### config.mk
export PLATFORM = sky130hd
export DESIGN_NAME = cpu_step_controller
export DESIGN_NICKNAME = d
export VERILOG_FILES = /design/src/rtl/cpu_step_controller.sv
export SDC_FILE = /design/constraint.sdc
export NUM_CORES = 1
export LEC_CHECK = 0
export CAP_MARGIN = 20
export CELL_PAD_IN_SITES_DETAIL_PLACEMENT = 0
export CELL_PAD_IN_SITES_GLOBAL_PLACEMENT = 1
export CORE_ASPECT_RATIO = 0.6
export CORE_UTILIZATION = 44
export CTS_CLUSTER_DIAMETER = 150
export DETAILED_ROUTE_END_ITERATION = 10
export DONT_BUFFER_PORTS = 1
export PLACE_DENSITY = 0.81
export SLEW_MARGIN = 20
export SYNTH_ARGS = -nofsm -noshare
export SYNTH_HDL_FRONTEND = slang
export SYNTH_SLANG_ARGS = --single-unit
### constraint.sdc
create_clock -name clk -period 3.8 [get_ports clk]
set_clock_uncertainty 0.15 [all_clocks]
set_input_delay 0.76 -clock clk [delete_from_list [all_inputs] [get_ports clk]]
set_output_delay 0.76 -clock clk [all_outputs]
set_load 0.02 [all_outputs]
### src/rtl/cpu_step_controller.sv
// CPU step controller: debounced step button and run switch drive a
// STEP/RUN/HALT sequencer that emits one-clk cpu_en pulses, with a PC
// breakpoint that stops free-run mode.

// Two-flop synchronizer followed by a restart-on-bounce debouncer.
module cpu_step_sync_db #(
    parameter int   CYCLES  = 4,
    parameter logic RST_VAL = 1'b0
) (
    input  logic clk,
    input  logic rst,
    input  logic raw,
    output logic db
);
    localparam int CW = (CYCLES < 2) ? 1 : $clog2(CYCLES + 1);

    logic [1:0]    sync;
    logic [CW-1:0] cnt;

    // metastability guard; resets to the inactive level of the input
    always_ff @(posedge clk or posedge rst) begin
        if (rst) sync <= {2{RST_VAL}};
        else     sync <= {sync[0], raw};
    end

    // accept a new level only after CYCLES consecutive differing samples
    always_ff @(posedge clk or posedge rst) begin
        if (rst) begin
            cnt <= '0;
            db  <= RST_VAL;
        end else if (sync[1] == db) begin
            cnt <= '0;
        end else if (cnt == CW'(CYCLES - 1)) begin
            cnt <= '0;
            db  <= sync[1];
        end else begin
            cnt <= cnt + 1'b1;
        end
    end
endmodule

module cpu_step_controller #(
    parameter int CLK_HZ          = 50000000,
    parameter int RUN_HZ          = 1,
    parameter int DEBOUNCE_CYCLES = 1000000
) (
    input  logic        clk,
    input  logic        rst,
    input  logic        key_step_n,
    input  logic        sw_run,
    input  logic        bp_en,
    input  logic [31:0] bp_addr,
    input  logic [31:0] pc,
    output logic        cpu_en,
    output logic        halted,
    output logic [1:0]  state,
    output logic [31:0] cycle_count
);
    localparam int DIV   = CLK_HZ / RUN_HZ;
    localparam int DIV_W = (DIV < 2) ? 1 : $clog2(DIV);

    typedef enum logic [1:0] {
        IDLE = 2'b00,
        STEP = 2'b01,
        RUN  = 2'b10,
        HALT = 2'b11
    } state_t;

    state_t           st_q, st_d;
    logic             key_db, key_prev, run_db;
    logic             step_req, div_tc, en_d;
    logic [DIV_W-1:0] div;

    cpu_step_sync_db #(.CYCLES(DEBOUNCE_CYCLES), .RST_VAL(1'b1)) u_key (
        .clk(clk), .rst(rst), .raw(key_step_n), .db(key_db)
    );
    cpu_step_sync_db #(.CYCLES(DEBOUNCE_CYCLES), .RST_VAL(1'b0)) u_run (
        .clk(clk), .rst(rst), .raw(sw_run), .db(run_db)
    );

    // press edge of the debounced key; release produces nothing
    always_ff @(posedge clk or posedge rst) begin
        if (rst) key_prev <= 1'b1;
        else     key_prev <= key_db;
    end
    assign step_req = key_prev & ~key_db;

    // run-rate divider; held at 0 outside RUN so every entry starts a full period
    always_ff @(posedge clk or posedge rst) begin
        if (rst)                       div <= '0;
        else if (st_q != RUN || div_tc) div <= '0;
        else                           div <= div + 1'b1;
    end
    assign div_tc = (st_q == RUN) && (div == DIV_W'(DIV - 1));

    // state register plus registered pulse/halt outputs and pulse counter
    always_ff @(posedge clk or posedge rst) begin
        if (rst) begin
            st_q        <= IDLE;
            cpu_en      <= 1'b0;
            halted      <= 1'b0;
            cycle_count <= '0;
        end else begin
            st_q   <= st_d;
            cpu_en <= en_d;
            halted <= (st_d == HALT);
            if (cpu_en) cycle_count <= cycle_count + 32'd1;
        end
    end

    // next state and next cpu_en; the run switch outranks step requests
    always_comb begin
        st_d = st_q;
        en_d = 1'b0;
        case (st_q)
            IDLE: begin
                if (run_db) begin
                    st_d = RUN;
                end else if (step_req) begin
                    st_d = STEP;
                    en_d = 1'b1;   // registered, so high during STEP
                end
            end
            STEP: st_d = IDLE;
            RUN: begin
                if (!run_db) begin
                    st_d = IDLE;
                end else if (div_tc) begin
                    if (bp_en && pc == bp_addr) st_d = HALT;
                    else                        en_d = 1'b1;
                end
            end
            HALT: begin
                if (!run_db)       st_d = IDLE;
                else if (step_req) en_d = 1'b1;
            end
            default: st_d = IDLE;
        endcase
    end

    assign state = st_q;
endmodule

* After elaboration in Yosys (flattened, before gate mapping)
Index checks and enable logic that the tools add are counted.
Widths: inputs -> output; s select.
** Cells by class
- $add $sub $neg :: 4
- Equal/unequal tests :: 11
- Multiplexer cells :: 19
- Bitwise logic cells :: 4
- Reductions and logical operators :: 6
** Operator list (number)
- $mux 20 :: 4
- $add 20x1->20 const B :: 2
- $eq 20x20->1 const B :: 2
- $add 32x1->32 const B :: 1
- $eq 32x32->1 :: 1
- $add 26x1->26 const B :: 1
- $eq 26x26->1 const B :: 1
- $mux 26 :: 1
- $mux 2 :: 6
- $pmux 2 s4 :: 1
- $eq 2x2->1 const B :: 3
- $mux 1 :: 6
- $reduce_and 2->1 :: 2
- $not 1->1 :: 3
- $pmux 1 s3 :: 1
- $eq 1x1->1 :: 2
- $eq 2x1->1 const B :: 1
- $logic_and 1x1->1 :: 2
- $logic_not 2->1 :: 1
- $ne 2x2->1 const B :: 1
- $and 1x1->1 :: 1
- $logic_or 1x1->1 :: 1
** Storage, ports and cells
- Bits in registers :: 109
- Input port bits :: 69
- Output and inout bits :: 36
- Word-level logic and storage cells :: 56

* Logic depth before layout (Yosys ltp)
- Word-level depth :: 7
- Gate-level depth with buffers :: 8
- Depth with buffers taken out :: 6

* Modules after synthesis
A second synthesis with hierarchy kept.
** Second synthesis, totals
- Cells, all modules :: 531
- Area total of the unflattened synthesis :: 5476.5 um^2
** Modules (own cells, without submodules)
- cpu_step_controller :: instances 1, cells an instance 313, area an instance 3235.6 um^2, seq. area each 1577.8 um^2
- cpu_step_sync_db (u_key) :: instances 1, cells an instance 109, area an instance 1122.3 um^2, seq. area each 579.3 um^2
- cpu_step_sync_db (u_run) :: instances 1, cells an instance 109, area an instance 1118.6 um^2, seq. area each 575.6 um^2

* Worst setup path after synthesis
No wires, ideal clock.
- Path type :: input to register
- From :: input bp_addr[11]
- To :: register cpu_en
- Arrival :: 1.770 ns
- Required time :: 3.519 ns
- Path slack :: 1.749 ns
- Stages on the path :: 5
- Path buffers :: 0
- Cell sequence :: xnor2_1 -> nand4_1 -> nor4_1 -> a311oi_1 -> or3_1
** On the way
- Cells in the longest elaborated chain, start to end :: 6
** RTL lines
- start: declaration :: RTL line 52 : input logic [31:0] bp_addr,
- $eq 32x32->1 :: RTL line 129 : if (bp_en && pc == bp_addr) st_d = HALT;
- $logic_and 1x1->1 :: RTL line 129
- $mux 1 :: RTL line 129
- $mux 1 :: RTL line 128 : end else if (div_tc) begin
- $mux 1 :: RTL line 126 : if (!run_db) begin
- $pmux 1 s3 :: RTL line 115 : case (st_q)
- net en_d :: RTL line 71 : logic step_req, div_tc, en_d;
- end signal: assignment :: RTL line 105 : cpu_en <= en_d;
- end: declaration :: RTL line 54 : output logic cpu_en,
The timed path passes the listed nets, and every way through them passes these cells.
A chain may end at the register's enable or synchronous reset.

* Final worst setup path
- From :: register div[0]
- To :: register div[20]
** On the way
- Cells in the longest elaborated chain, start to end :: 4
- Elaborated cells between the ends (all ways) :: 5
- Those cells by class :: add/sub: 1; eq/ne: 1; mux: 1; reduce/logical: 2
** RTL lines
- start: declaration :: RTL line 72 : logic [DIV_W-1:0] div;
- start signal: assignment :: RTL line 92 : else div <= div + 1'b1;
- branches (longest 3 deep; another with $add 26x1->26)
- $mux 26 (*) :: RTL line 91 : else if (st_q != RUN || div_tc) div <= '0;
Mark *: on every way between the ends.

==> summary by stage <==
Job
The max-capacitance violation count is 0.

STA
The final number of hold-violating endpoints came to 0. The worst-case setup margin in the final layout is 1.317 ns. The maximum operating frequency is 402.8 MHz. Setup violations remaining at the end of the flow were counted as 0. The normalized max-slew margin is 0.2603. Setup repair after global routing left no endpoint under its margin. The setup TNS after final layout is 0 ns. In the finished design, the share of the clock period the worst path needs comes to 0.6534. The time the worst path needs with I/O delays and setup is 2.483 ns. The post-route worst hold slack is 0.1042 ns. At the pin with the least slew margin, the transition time is 1.099 ns. The number of slew-limit violations in the final report came to 0.

Finish
The fraction of final layout cells with drive strength greater than 1 is 0.05816. At the end of the flow, the number of nets in the layout was 602. From synthesis to final layout, the design area changed by 8.660%. The number of cells in the finished layout apart from fillers is 693. Once layout is complete, the utilization of the core stands at 0.5049. After filler insertion, the fill cell instance count of the layout stands at 1,052.

The repair_antennas step left the layout with diodes totalling 0. The finished cells cover 5856 µm².

Route
The first-iteration detailed-routing DRC count is 237. The wire length after detailed routing is 10.29 mm. After detailed routing, the number of remaining DRC violations is 0.

The length of the first detailed-routing pass in iterations is 4. The post-route antenna net violation count is 0. The detailed-route via count is 3,663. The average wire per cell in the routed design is 14.85 µm.

Using the TritonRoute via totals, the vias-per-cell ratio works out to 5.286.

Power
The combinational cell fraction of total power is 0.034. The switching share of total power is 0.2043. The internal power contribution is 1.795 mW. The share of total power dissipated in sequential elements is 0.521. In this run the static leakage power is 2.365 nW.

The completed layout was analyzed and its total power is 2.256 mW. The cell area power density is 385.2 nW/µm². Of the total power, the clock network draws 0.445. The worst-case vdd ir drop is 0.2163 mV.

In this run the power spent charging and discharging nets is 0.4610 mW.

Logic synthesis
When the netlist entered floorplanning its net count stood at 600. The synthesized design contains 109 register bits. By instance count, the leading cell after synthesis is sky130_fd_sc_hd__dfrtp_1. The post-synthesis sequential area ratio is 0.5071. The number of enable-type register cells in the synthesized netlist is 0. By area the synthesized netlist is led by sky130_fd_sc_hd__dfrtp_1, sky130_fd_sc_hd__xnor2_1, sky130_fd_sc_hd__xor2_1. The cell taking the most area after synthesis is sky130_fd_sc_hd__dfrtp_1. A synthesized cell averages 10.23 µm². Counting flops with an async set or reset pin after synthesis yields a share of 1.000.

Synthesis handed over a netlist of 527 instances. In the synthesized netlist the dominant register cell turns out to be sky130_fd_sc_hd__dfrtp_1. Counting instances in the post-synthesis netlist gives the leading cell types as sky130_fd_sc_hd__dfrtp_1, sky130_fd_sc_hd__nor2_1, sky130_fd_sc_hd__xnor2_1. The area of the mapped netlist is 5389 µm². The area fraction of the dominant cell type after synthesis is 0.4876. Yosys printed 0 warnings. The number of distinct library cells after synthesis is 37.

Placement
In this run the tool buffered the top-level ports with 0 buffer cells. At the end of routability-driven placement, the weighted congestion stood at 0.8097. Summing all placed instances gives a cell area of 5532 µm². The number of placed instances, taps included, is 678. The setup slack at placement is 1.317 ns. Detailed placement ended at an HPWL of 7.489 mm.

Clock tree
The number of sinks on the clock net is 109. The number of buffers on the longest clock path is 2. The clock input transition at the sequential cells of the worst setup and hold paths is 0.07 ns. The TritonCTS buffer count is 9. The number of post-CTS setup repair buffers is 0.

After clock tree synthesis, the flow added hold-fix buffers numbering 0. The H-tree generated during clock tree synthesis spans 3 levels. Clock tree synthesis selected as its root buffer the cell sky130_fd_sc_hd__clkbuf_16. TritonCTS built the clock tree. The clock reaches the later pin of the worst-skew pair after 0.34 ns. The number of gates resized after cts is 0.

Critical path
On the critical path, the stage with the largest delay is an instance of sky130_fd_sc_hd__nand2b_1. The worst setup path is launched from a flip-flop. Data on the critical path is required at its endpoint by 3.83 ns. The longest individual stage delay on the worst path is 0.66 ns. Data on the critical path arrives at its endpoint at 2.51 ns. The maximum fanout along the worst path is 24. The critical path capture point type is a flip-flop. The signal on the critical path passes through ha_1 > nand2_1 > or4_4 > nand2b_1 > nor2_1. By startpoint and endpoint, the worst setup path is classified as reg2reg.

Global route
The leftover overflow at the end of global routing is 0. Entering global routing, the biggest net connects 85 pins. The first-pass GRT wire length is 17.42 mm.

The via count of the first global-routing pass came to 3,624. The initial antenna violation count is 0. The combined global-route utilization of all metal layers is 0.1776.

Run status
The run finished with clean final reports.

Floorplanning
Measured along the x axis, the die boundary spans 144.9 µm. The number of top-level pins is 105. The area of the core is 11,600 µm². The initial core utilization is 0.4646. After floorplanning, the core was divided into 30 placement rows. The die covers 12,710 µm². The vertical extent of the die is 87.73 µm.

Min path
The path class of the tightest hold or removal check is in2async.
sequential cells by signal, summed over array words and instances (netlist names):
signal and count:
u_key.cnt 20, cycle_count 32, u_run.sync 2, u_key.db 1, u_key.sync 2, halted 1
u_run.cnt 20, cpu_en 1, state 2, u_run.db 1, div 26, key_prev 1
cells by family after synthesis:
family                     after synthesis  synth area share
AOI/OAI and AO/OA                        5          0.006038
and+or+nand+nor                        263            0.2477
DFF                                    109            0.5071
buffers and inverters                   18           0.02043
adders and majority gates                4          0.009288
muxes                                    3          0.006268
xor gates and xnor gates               125            0.2032
placed cells by master (no fill, tap or decap), types with 9 or more instances in the layout:
| master | synthesis | final |
|---|---|---|
| sky130_fd_sc_hd__dfrtp_1 | 105 | 105 |
| sky130_fd_sc_hd__nor2_1 | 86 | 86 |
| sky130_fd_sc_hd__xnor2_1 | 79 | 79 |
| sky130_fd_sc_hd__xor2_1 | 46 | 46 |
| sky130_fd_sc_hd__nand2_1 | 40 | 40 |
| sky130_fd_sc_hd__nand3_1 | 38 | 38 |
| sky130_fd_sc_hd__nand4_1 | 29 | 29 |
| sky130_fd_sc_hd__and3_1 | 18 | 18 |
| sky130_fd_sc_hd__nor3_1 | 11 | 11 |
| sky130_fd_sc_hd__clkbuf_16 | 0 | 9 |
routing by layer:
metal / routed length [µm] / share of wire / up-vias / track usage
met5: 0 / 0 / - / 0
met4: 76 / 0.0074 / 0 / 0.04306
met3: 734 / 0.071 / 7 / 0.06069
met2: 4350 / 0.42 / 106 / 0.2657
met1: 5131 / 0.50 / 1764 / 0.2476
li1: - / - / 1786 / -
power groups by stage:
stage	Clock (mW)	Sequential, mW	Combinational (mW)
2_1_floorplan	0	1.20	0.0667
3_3_place_gp	0	1.20	0.0769
3_5_place_dp	0	1.20	0.0790
4_1_cts	1.03	1.17	0.0792
5_1_grt	1.08	1.18	0.0880
6_report	1.00	1.17	0.0761
worst paths after layout:
kind                                   end  cells past startpoint          start  slack (ns)
setup / recovery                   div[20]                      5         div[0]        1.32
hold / removal             cycle_count[25]                      1            rst        0.10
setup reg to reg                   div[20]                      5         div[0]        1.32
hold reg to reg              u_key.sync[1]                      0  u_key.sync[0]        0.21
max in group asynchronous    u_key.sync[0]                      2            rst        2.63
min in group clk             u_key.sync[1]                      0  u_key.sync[0]        0.21
final cells by class:
type                            count  area [µm²]  area share
Sequential cell                   109        2733      0.4667
Inverter                            8       32.53    0.005556
Clock buffer                       10       239.0     0.04081
Clock inverter                      5       85.08     0.01453
Timing Repair Buffer                1       20.02    0.003419
Multi-Input combinational cell    400        2546      0.4348
Tap cell                          160       200.2     0.03419
worst max-delay path, delay by kind of cell (launching register included):
family        cells  cell delay, ns
fa+ha+maj         1            0.28
simple gates      4            1.48
flops             1            0.41
No activity file was read; power rests on OpenSTA's default activity.
